`src/rtl/pcpu_defs.sv`:
```
// Shared pcpu definitions: datapath widths, opcode and general-register
// encodings, and the default store-buffer depth.
package pcpu_defs;

  localparam int PCPU_DW  = 16;
  localparam int PCPU_AW  = 8;
  localparam int SB_DEPTH = 4;

  typedef enum logic [4:0] {
    OP_NOP   = 5'b00000,
    OP_HALT  = 5'b00001,
    OP_LOAD  = 5'b00010,
    OP_STORE = 5'b00011,
    OP_LDIH  = 5'b10000,
    OP_ADD   = 5'b01000,
    OP_ADDI  = 5'b01001,
    OP_ADDC  = 5'b10001,
    OP_SUB   = 5'b01010,
    OP_SUBI  = 5'b01011,
    OP_SUBC  = 5'b10010,
    OP_CMP   = 5'b01100,
    OP_AND   = 5'b01101,
    OP_OR    = 5'b01110,
    OP_XOR   = 5'b01111,
    OP_SLL   = 5'b00100,
    OP_SRL   = 5'b00110,
    OP_SLA   = 5'b00101,
    OP_SRA   = 5'b00111,
    OP_JUMP  = 5'b11000,
    OP_JMPR  = 5'b11001,
    OP_BZ    = 5'b11010,
    OP_BNZ   = 5'b11011,
    OP_BN    = 5'b11100,
    OP_BNN   = 5'b11101,
    OP_BC    = 5'b11110,
    OP_BNC   = 5'b11111
  } opcode_t;

  typedef enum logic [2:0] {
    GR0 = 3'd0,
    GR1 = 3'd1,
    GR2 = 3'd2,
    GR3 = 3'd3,
    GR4 = 3'd4,
    GR5 = 3'd5,
    GR6 = 3'd6,
    GR7 = 3'd7
  } gr_t;

endpackage

```
`src/rtl/pcpu_sb_match.sv`:
```
// Store-buffer address match: finds the newest valid entry whose address
// equals the lookup address, scanning from head (oldest) towards tail.
module pcpu_sb_match
  import pcpu_defs::*;
#(
  parameter int DEPTH = SB_DEPTH,
  parameter int AW    = PCPU_AW
) (
  input  logic [DEPTH-1:0][AW-1:0]   i_addr,
  input  logic [DEPTH-1:0]           i_valid,
  input  logic [$clog2(DEPTH)-1:0]   i_head,
  input  logic [AW-1:0]              i_lookup,
  output logic                       o_hit,
  output logic [$clog2(DEPTH)-1:0]   o_idx
);

  localparam int PW = $clog2(DEPTH);

  logic [PW-1:0] w_slot;

  // Later matches in age order overwrite earlier ones, so the newest wins.
  always_comb begin
    o_hit  = 1'b0;
    o_idx  = '0;
    w_slot = '0;
    for (int k = 0; k < DEPTH; k++) begin
      w_slot = i_head + PW'(k);
      if (i_valid[w_slot] && (i_addr[w_slot] == i_lookup)) begin
        o_hit = 1'b1;
        o_idx = w_slot;
      end
    end
  end

endmodule

```
`src/rtl/pcpu_store_buffer.sv`:
```
// Posted-store buffer between the pcpu MEM stage and a slower data RAM:
// FIFO of {addr,data} drained over req/ack, with load forwarding.
module pcpu_store_buffer
  import pcpu_defs::*;
#(
  parameter int DEPTH = SB_DEPTH,
  parameter int AW    = PCPU_AW,
  parameter int DW    = PCPU_DW
) (
  input  logic                     clock,
  input  logic                     reset,
  input  logic [AW-1:0]            d_addr,
  input  logic [DW-1:0]            d_dataout,
  input  logic                     d_we,
  output logic [DW-1:0]            d_datain,
  output logic                     stall,
  output logic [AW-1:0]            mem_raddr,
  input  logic [DW-1:0]            mem_rdata,
  output logic                     mem_req,
  output logic [AW-1:0]            mem_waddr,
  output logic [DW-1:0]            mem_wdata,
  input  logic                     mem_ack,
  output logic [$clog2(DEPTH):0]   count,
  output logic                     overflow
);

  localparam int PW = $clog2(DEPTH);
  localparam int CW = PW + 1;

  logic [DEPTH-1:0][AW-1:0] r_addr;
  logic [DEPTH-1:0][DW-1:0] r_data;
  logic [PW-1:0]            r_head;
  logic [PW-1:0]            r_tail;
  logic [CW-1:0]            r_count;
  logic                     r_overflow;

  logic                     w_full;
  logic                     w_pop;
  logic                     w_push;
  logic                     w_drop;
  logic [DEPTH-1:0]         w_valid;
  logic                     w_hit;
  logic [PW-1:0]            w_hit_idx;
  logic [PW-1:0]            w_rel;

  assign w_full = (r_count == CW'(DEPTH));
  assign w_pop  = (r_count != '0) && mem_ack;
  // A full buffer still accepts a store when the head retires this cycle.
  assign w_push = d_we && (!w_full || w_pop);
  assign w_drop = d_we && w_full && !w_pop;

  always_ff @(posedge clock) begin
    if (reset) begin
      r_head     <= '0;
      r_tail     <= '0;
      r_count    <= '0;
      r_overflow <= 1'b0;
    end else begin
      if (w_push) r_tail <= r_tail + PW'(1);
      if (w_pop)  r_head <= r_head + PW'(1);
      if (w_push && !w_pop)      r_count <= r_count + CW'(1);
      else if (w_pop && !w_push) r_count <= r_count - CW'(1);
      if (w_drop) r_overflow <= 1'b1;
    end
  end

  // Entry storage carries no reset; validity comes from head/count alone.
  always_ff @(posedge clock) begin
    if (w_push) begin
      r_addr[r_tail] <= d_addr;
      r_data[r_tail] <= d_dataout;
    end
  end

  always_comb begin
    w_valid = '0;
    w_rel   = '0;
    for (int i = 0; i < DEPTH; i++) begin
      w_rel      = PW'(i) - r_head;
      w_valid[i] = ({1'b0, w_rel} < r_count);
    end
  end

  pcpu_sb_match #(
    .DEPTH (DEPTH),
    .AW    (AW)
  ) u_match (
    .i_addr   (r_addr),
    .i_valid  (w_valid),
    .i_head   (r_head),
    .i_lookup (d_addr),
    .o_hit    (w_hit),
    .o_idx    (w_hit_idx)
  );

  assign d_datain  = w_hit ? r_data[w_hit_idx] : mem_rdata;
  assign mem_raddr = d_addr;
  assign mem_req   = (r_count != '0);
  assign mem_waddr = r_addr[r_head];
  assign mem_wdata = r_data[r_head];
  assign stall     = w_full;
  assign count     = r_count;
  assign overflow  = r_overflow;

endmodule

```
`config.mk`:
```
export PLATFORM = sky130hd
export DESIGN_NAME = pcpu_store_buffer
export DESIGN_NICKNAME = d
export VERILOG_FILES = /design/src/rtl/pcpu_defs.sv /design/src/rtl/pcpu_sb_match.sv /design/src/rtl/pcpu_store_buffer.sv
export SDC_FILE = /design/constraint.sdc
export NUM_CORES = 1
export LEC_CHECK = 0
export CAP_MARGIN = 20
export CORE_ASPECT_RATIO = 0.9
export CORE_MARGIN = 2
export CORE_UTILIZATION = 50
export DETAILED_ROUTE_END_ITERATION = 10
export PLACE_DENSITY = 0.73
export RECOVER_POWER = 50
export REMOVE_ABC_BUFFERS = 1
export SLEW_MARGIN = 10
export SYNTH_ARGS = -nofsm -noshare
export SYNTH_HDL_FRONTEND = slang
export SYNTH_SLANG_ARGS = --single-unit
```
`constraint.sdc`:
```
create_clock -name clock -period 13.4 [get_ports clock]
set_clock_uncertainty 0.1 [all_clocks]
set_input_delay 2.68 -clock clock [delete_from_list [all_inputs] [get_ports clock]]
set_output_delay 2.68 -clock clock [all_outputs]
set_load 0.03 [all_outputs]
```
Yosys cells after proc, flatten, opt, wreduce, memory -nomap -nowiden
Cells that the tools add are included.
Widths: inputs -> output; s select.
{ "classes": {"mux": 37, "reduce_logical": 17, "n_bitwise": 0, "magnitude_cmp": 11, "n_mul": 0, "eq_ne": 5, "n_addsub": 10, "n_shift": 0, "n_div": 0} }
{ "op_table": {"columns": ["op", "count"], "rows": [
  ["$bmux 16 s2", 2],
  ["$bmux 8 s2", 4],
  ["$bwmux 64", 1],
  ["$mux 16", 4],
  ["$mux 8", 5],
  ["$bwmux 32", 1],
  ["$demux 16 s2", 1],
  ["$eq 8x8->1", 4],
  ["$lt 2x3->1 const B", 6],
  ["$demux 8 s2", 1],
  ["$lt 2x3->1", 4],
  ["$logic_and 1x1->1", 11],
  ["$bmux 1 s2", 4],
  ["$mux 1", 8],
  ["$mux 2", 4],
  ["$mux 3", 2],
  ["$add 2x1->2 const B", 2],
  ["$add 2x2->2 const B", 2],
  ["$sub 1x2->2 const A", 2],
  ["$sub 2x2->2 const A", 2],
  ["$add 3x1->3 const B", 1],
  ["$eq 3x3->1 const B", 1],
  ["$logic_not 1->1", 3],
  ["$reduce_bool 3->1", 1],
  ["other kinds (4)", 4]
]} }
{ "totals": {"n_memories": 0, "input_bits": 44, "mem_bits_rw": 0, "latchBits": 0, "reg_bits": 104, "romBits": 0, "output_inout_bits": 54, "elab_cells": 92} }

Longest topological paths before layout
{ "depth": {"depth_word": 12, "ltp_mapped": 20, "depth_no_buf": 14} }

Cells and area by module
From an unflattened synthesis, not the netlist that was laid out.
{ "hier_totals": {"hier_cells": 408, "area_unflattened_um2": 6242.2} }
{ "modules_own_cells": {"columns": ["module", "area_per_inst_um2", "seq_area_each_um2", "n_inst", "cells_per_inst"], "rows": [
  ["pcpu_store_buffer", 4784.6, 3042.9, 1, 241],
  ["pcpu_sb_match", 1457.6, 0.0, 1, 167]
]} }

Worst setup path after synthesis
No wires, ideal clock.
{ "synth_timing": {"path_type": "in2out", "from": "input port d_addr[5]", "to": "output port d_datain[11]", "path_buffers": 3, "path_stages": 11, "t_arrival_ns": 5.412, "setup_slack_ns": 5.207, "t_required_ns": 10.620, "cell_sequence": "clkbuf_1 > xnor2_1 > or3_1 > a211oi_2 > and2_4 > buf_4 > nor3_1 > o31a_1 > buf_6 > or3_1 > a31oi_1"} }
{ "synth_between": {"elab_chain_len": 9, "elab_cells_between_ends": 19, "classes_between": "4 x eq/ne; 11 x mux; 4 x reduce/logical"} }
{ "synth_lines": {"columns": ["element", "line", "rtl"], "rows": [
  ["start: declaration", "pcpu_store_buffer.sv:12", "input logic [AW-1:0] d_addr,"],
  ["$eq 8x8->1", "pcpu_sb_match.sv:28", "if (i_valid[w_slot] && (i_addr[w_slot] == i_lookup)) begin"],
  ["$logic_and 1x1->1", "pcpu_sb_match.sv:28", null],
  ["$mux 2 (4 in series)", "pcpu_sb_match.sv:28", null],
  ["$bmux 16 s2", "pcpu_store_buffer.sv:96", "assign d_datain = w_hit ? r_data[w_hit_idx] : mem_rdata;"],
  ["$mux 16 (not written as such)", "pcpu_store_buffer.sv:96", null],
  ["$mux 16 *", "pcpu_store_buffer.sv:96", null],
  ["end: declaration", "pcpu_store_buffer.sv:15", "output logic [DW-1:0] d_datain,"]
]} }
Mark *: on every way between the ends. The rest lies on a longest branch, timed or not. The select of a mux whose other input is x is not followed.

Worst setup path in the final report
{ "layout_timing": {"from": "input port d_addr[7]", "to": "output port d_datain[0]"} }
The elaborated chain is that of the path after synthesis.

==> impl_metrics.tcl <==
set metrics [dict create \
    outcome "complete, but fails checks" \
    violations "max-capacitance violations, max-slew violations" \
    cp_slowest_cell "dlygate4sd3_1" \
    finalCriticalPeriod_ps 9950 \
    use_met1_pct 32.63 \
    postSynthAreaPerCell_sq_um 11.13 \
    num_rows 42 \
    grt_pass1_vias 5678 \
    antenna_found_initial 1 \
    crit_path_end_kind "output pin" \
    cpPeakStageDelay_ps 760 \
    wl_per_cell_um 20.39 \
    cp_cell_sequence "dlygate4sd3_1 > xnor2_1 > or3_1 > a211oi_4 > buf_4 > inv_1 > o31a_1 > buf_8 > or3_1 > a31oi_1 > clkdlybuf4s50_1" \
    cts_root_buf "clkbuf_16" \
    synth_cells 689 \
    synth_edf_count 96 \
    syn_to_final_growth_pct 15.36 \
    die_h_um 121.5 \
    clock-sinks 104 \
    via_per_inst 6.404 \
    rsz0062_at_grt "false" \
    path_class "in2out" \
    cts.reportedPaths.clkPinSlew_ps 60 \
    drtAntennaViolNets 0 \
    grt_pass1_wl_um 29920 \
    ys_types 60 \
    tns_ps 0 \
    cts_tree "built" \
    gr-max-usage-layer "met2" \
    fmax_mhz 100.5 \
    dpl_worst_slack_ps 3240 \
    routed_wl_um 18960 \
    hp-class "reg2reg" \
    core-area_sq_um 14870 \
    nNetsFinal 781 \
    start_kind "input pin" \
    hold_viol_final 0 \
    grt_usage_pct 23.52 \
    cts_buffer_depth 2 \
    synth-compound-area-share_pct 13.15 \
    synthAdderAreaFrac_pct 1.729 \
    initial_core_util_pct 51.58 \
    synth_xor_area_share_pct 4.616 \
    critPathMaxFanout 96 \
    final_common_cell "edfxtp_1" \
    ys_seq_area_share_pct 39.67 \
    clkLatencyLatePin_ps 350 \
    ir_drop_mv 0.1489 \
    maxCapViolCount 2 \
    synth_simple_gate_area_share_pct 16.41 \
    overflow 0 \
    required_ps 10620 \
    power.leakage_nw 2.733 \
    die_w_um 134.6 \
    htreeDepth 3 \
    dp_hpwl_um 11790 \
    cts_made_buffers 9 \
    pin_count 98 \
    drt_iter0_markers 501 \
    synth_top_family_by_area "multiplexers" \
    final_cell_mix "edfxtp_1 (96), clkdlybuf4s50_1 (68), nor2_1 (48)" \
    ys_seq_elements 104 \
    async_flop_share_pct 0 \
    slew_headroom_pct -42.81 \
    power_density_nw_per_um2 166.6 \
    arrival_ps 7170 \
    port_buffers 97 \
    setup_viol 0 \
    dr.pass1.iters 5 \
    ctsHoldBuffers 0 \
    ys.flop_type "edfxtp_1" \
    cts_resized 0 \
    via_count 5956 \
    grt_max_degree 97 \
    die_area_sq_um 16350 \
    synthMuxAreaShare_pct 18.20 \
    post_cts_buffers 0 \
    gr-usage-met3_pct 4.678 \
    maxSlewViolCount 50 \
    critPathMostFrequentCell "or3_1" \
    tightest_slew_ps 2141 \
    synth_area_sq_um 7671 \
    drive_gt1_share_pct 13.13 \
    final.period_utilization_pct 74.25 \
    gp_congestion 0.7998 \
    drc 0 \
    worst_slack_ps 3450 \
    met2_usage_pct 38.07 \
    yosys_warnings 0 \
]
==> worst paths after layout <==
path | cells after the start | startpoint | slack, ps | endpoint
min reg2reg | 2 | overflow$_SDFFE_PP0P_ | 390 | overflow$_SDFFE_PP0P_
max | 11 | d_addr[7] | 3450 | d_datain[0]
min | 2 | overflow$_SDFFE_PP0P_ | 390 | overflow$_SDFFE_PP0P_
max reg2reg | 4 | count[0]$_SDFFE_PP0P_ | 10070 | r_addr[28]$_DFFE_PP_
==> power breakdown <==
part / total, W / switching, W / internal, W
clock: 0.000241 / 0.000117 / 0.000124
sequential: 0.000453 / 0.0000612 / 0.000392
combinational: 0.000781 / 0.000433 / 0.000348
==> state kept, by name (all words and copies together) (netlist names) <==
register	count
overflow	1
r_tail	2
r_head	2
r_addr	32
r_data	64
count	3
==> cells in the mapped netlist (6+ instances only) <==
master | instances | area share (%)
nor2b_1 | 6 | 0.49
xnor2_1 | 30 | 3.4
ha_1 | 9 | 1.5
nand3_1 | 6 | 0.39
o21ai_0 | 30 | 2.0
nor2_1 | 48 | 2.3
buf_2 | 8 | 0.52
buf_6 | 8 | 1.2
nand2_1 | 37 | 1.8
buf_4 | 12 | 1.2
clkbuf_1 | 45 | 2.2
nand2b_1 | 34 | 2.8
a2111o_1 | 15 | 2.2
or2_2 | 16 | 1.3
or3_1 | 36 | 2.9
nor3_1 | 34 | 2.2
inv_1 | 7 | 0.34
mux4_2 | 37 | 11
mux2i_1 | 42 | 5.5
a2111oi_0 | 30 | 3.4
edfxtp_1 | 96 | 38
a31oi_1 | 15 | 1.2
dfxtp_1 | 8 | 2.1
o2111ai_1 | 15 | 1.7
==> cells by family after synthesis <==
| kind of cell | after synthesis |
|---|---|
| xor gates and xnor gates | 37 |
| adders and majority gates | 10 |
| AOI/OAI and AO/OA | 129 |
| buffers and inverters | 88 |
| DFF | 104 |
| and+or+nand+nor | 236 |
| muxes | 85 |
==> metrics by stage <==
stage | util [%] | cell area [sq um] | hold slack, ps | std cells | total power (W)
floorplan | - | 7223 | 413.6 | 609 | 0.001000
global placement | 57.26 | 8516 | 352.1 | 910 | 0.001187
detailed placement | 57.26 | 8516 | 389.9 | 910 | 0.001216
CTS | 59.02 | 8777 | 407.4 | 925 | 0.001461
global route | 59.49 | 8847 | 453.5 | 929 | 0.001562
finish | 59.51 | 8850 | 390.2 | 930 | 0.001475
==> layer usage <==
layer | routed length (um) | vias to the layer above | share of wire, %
met5 | 0 | - | 0
met4 | 263 | 0 | 1.4
met3 | 1370 | 22 | 7.2
met2 | 9082 | 257 | 48
met1 | 8247 | 2934 | 43
li1 | - | 2743 | -
==> critical path: cells and delay by family <==
| kind | cells | cell delay, ps |
|---|---|---|
| compound gates | 3 | 920 |
| xor+xnor | 1 | 140 |
| buf+inv | 5 | 2700 |
| simple gates | 2 | 710 |
==> area by class of cell <==
| type | count | area [sq um] |
|---|---|---|
| fill | 1200 | 6022 |
| multi-input combinational | 497 | 4172 |
| sequential | 104 | 3048 |
| timing repair buffer | 107 | 1089 |
| tap | 198 | 247.7 |
| clock buffer | 9 | 225.2 |
| clock inverter | 6 | 36.28 |
| inverter | 8 | 30.03 |
| antenna | 1 | 2.502 |
(Power assumes the default switching activity.)
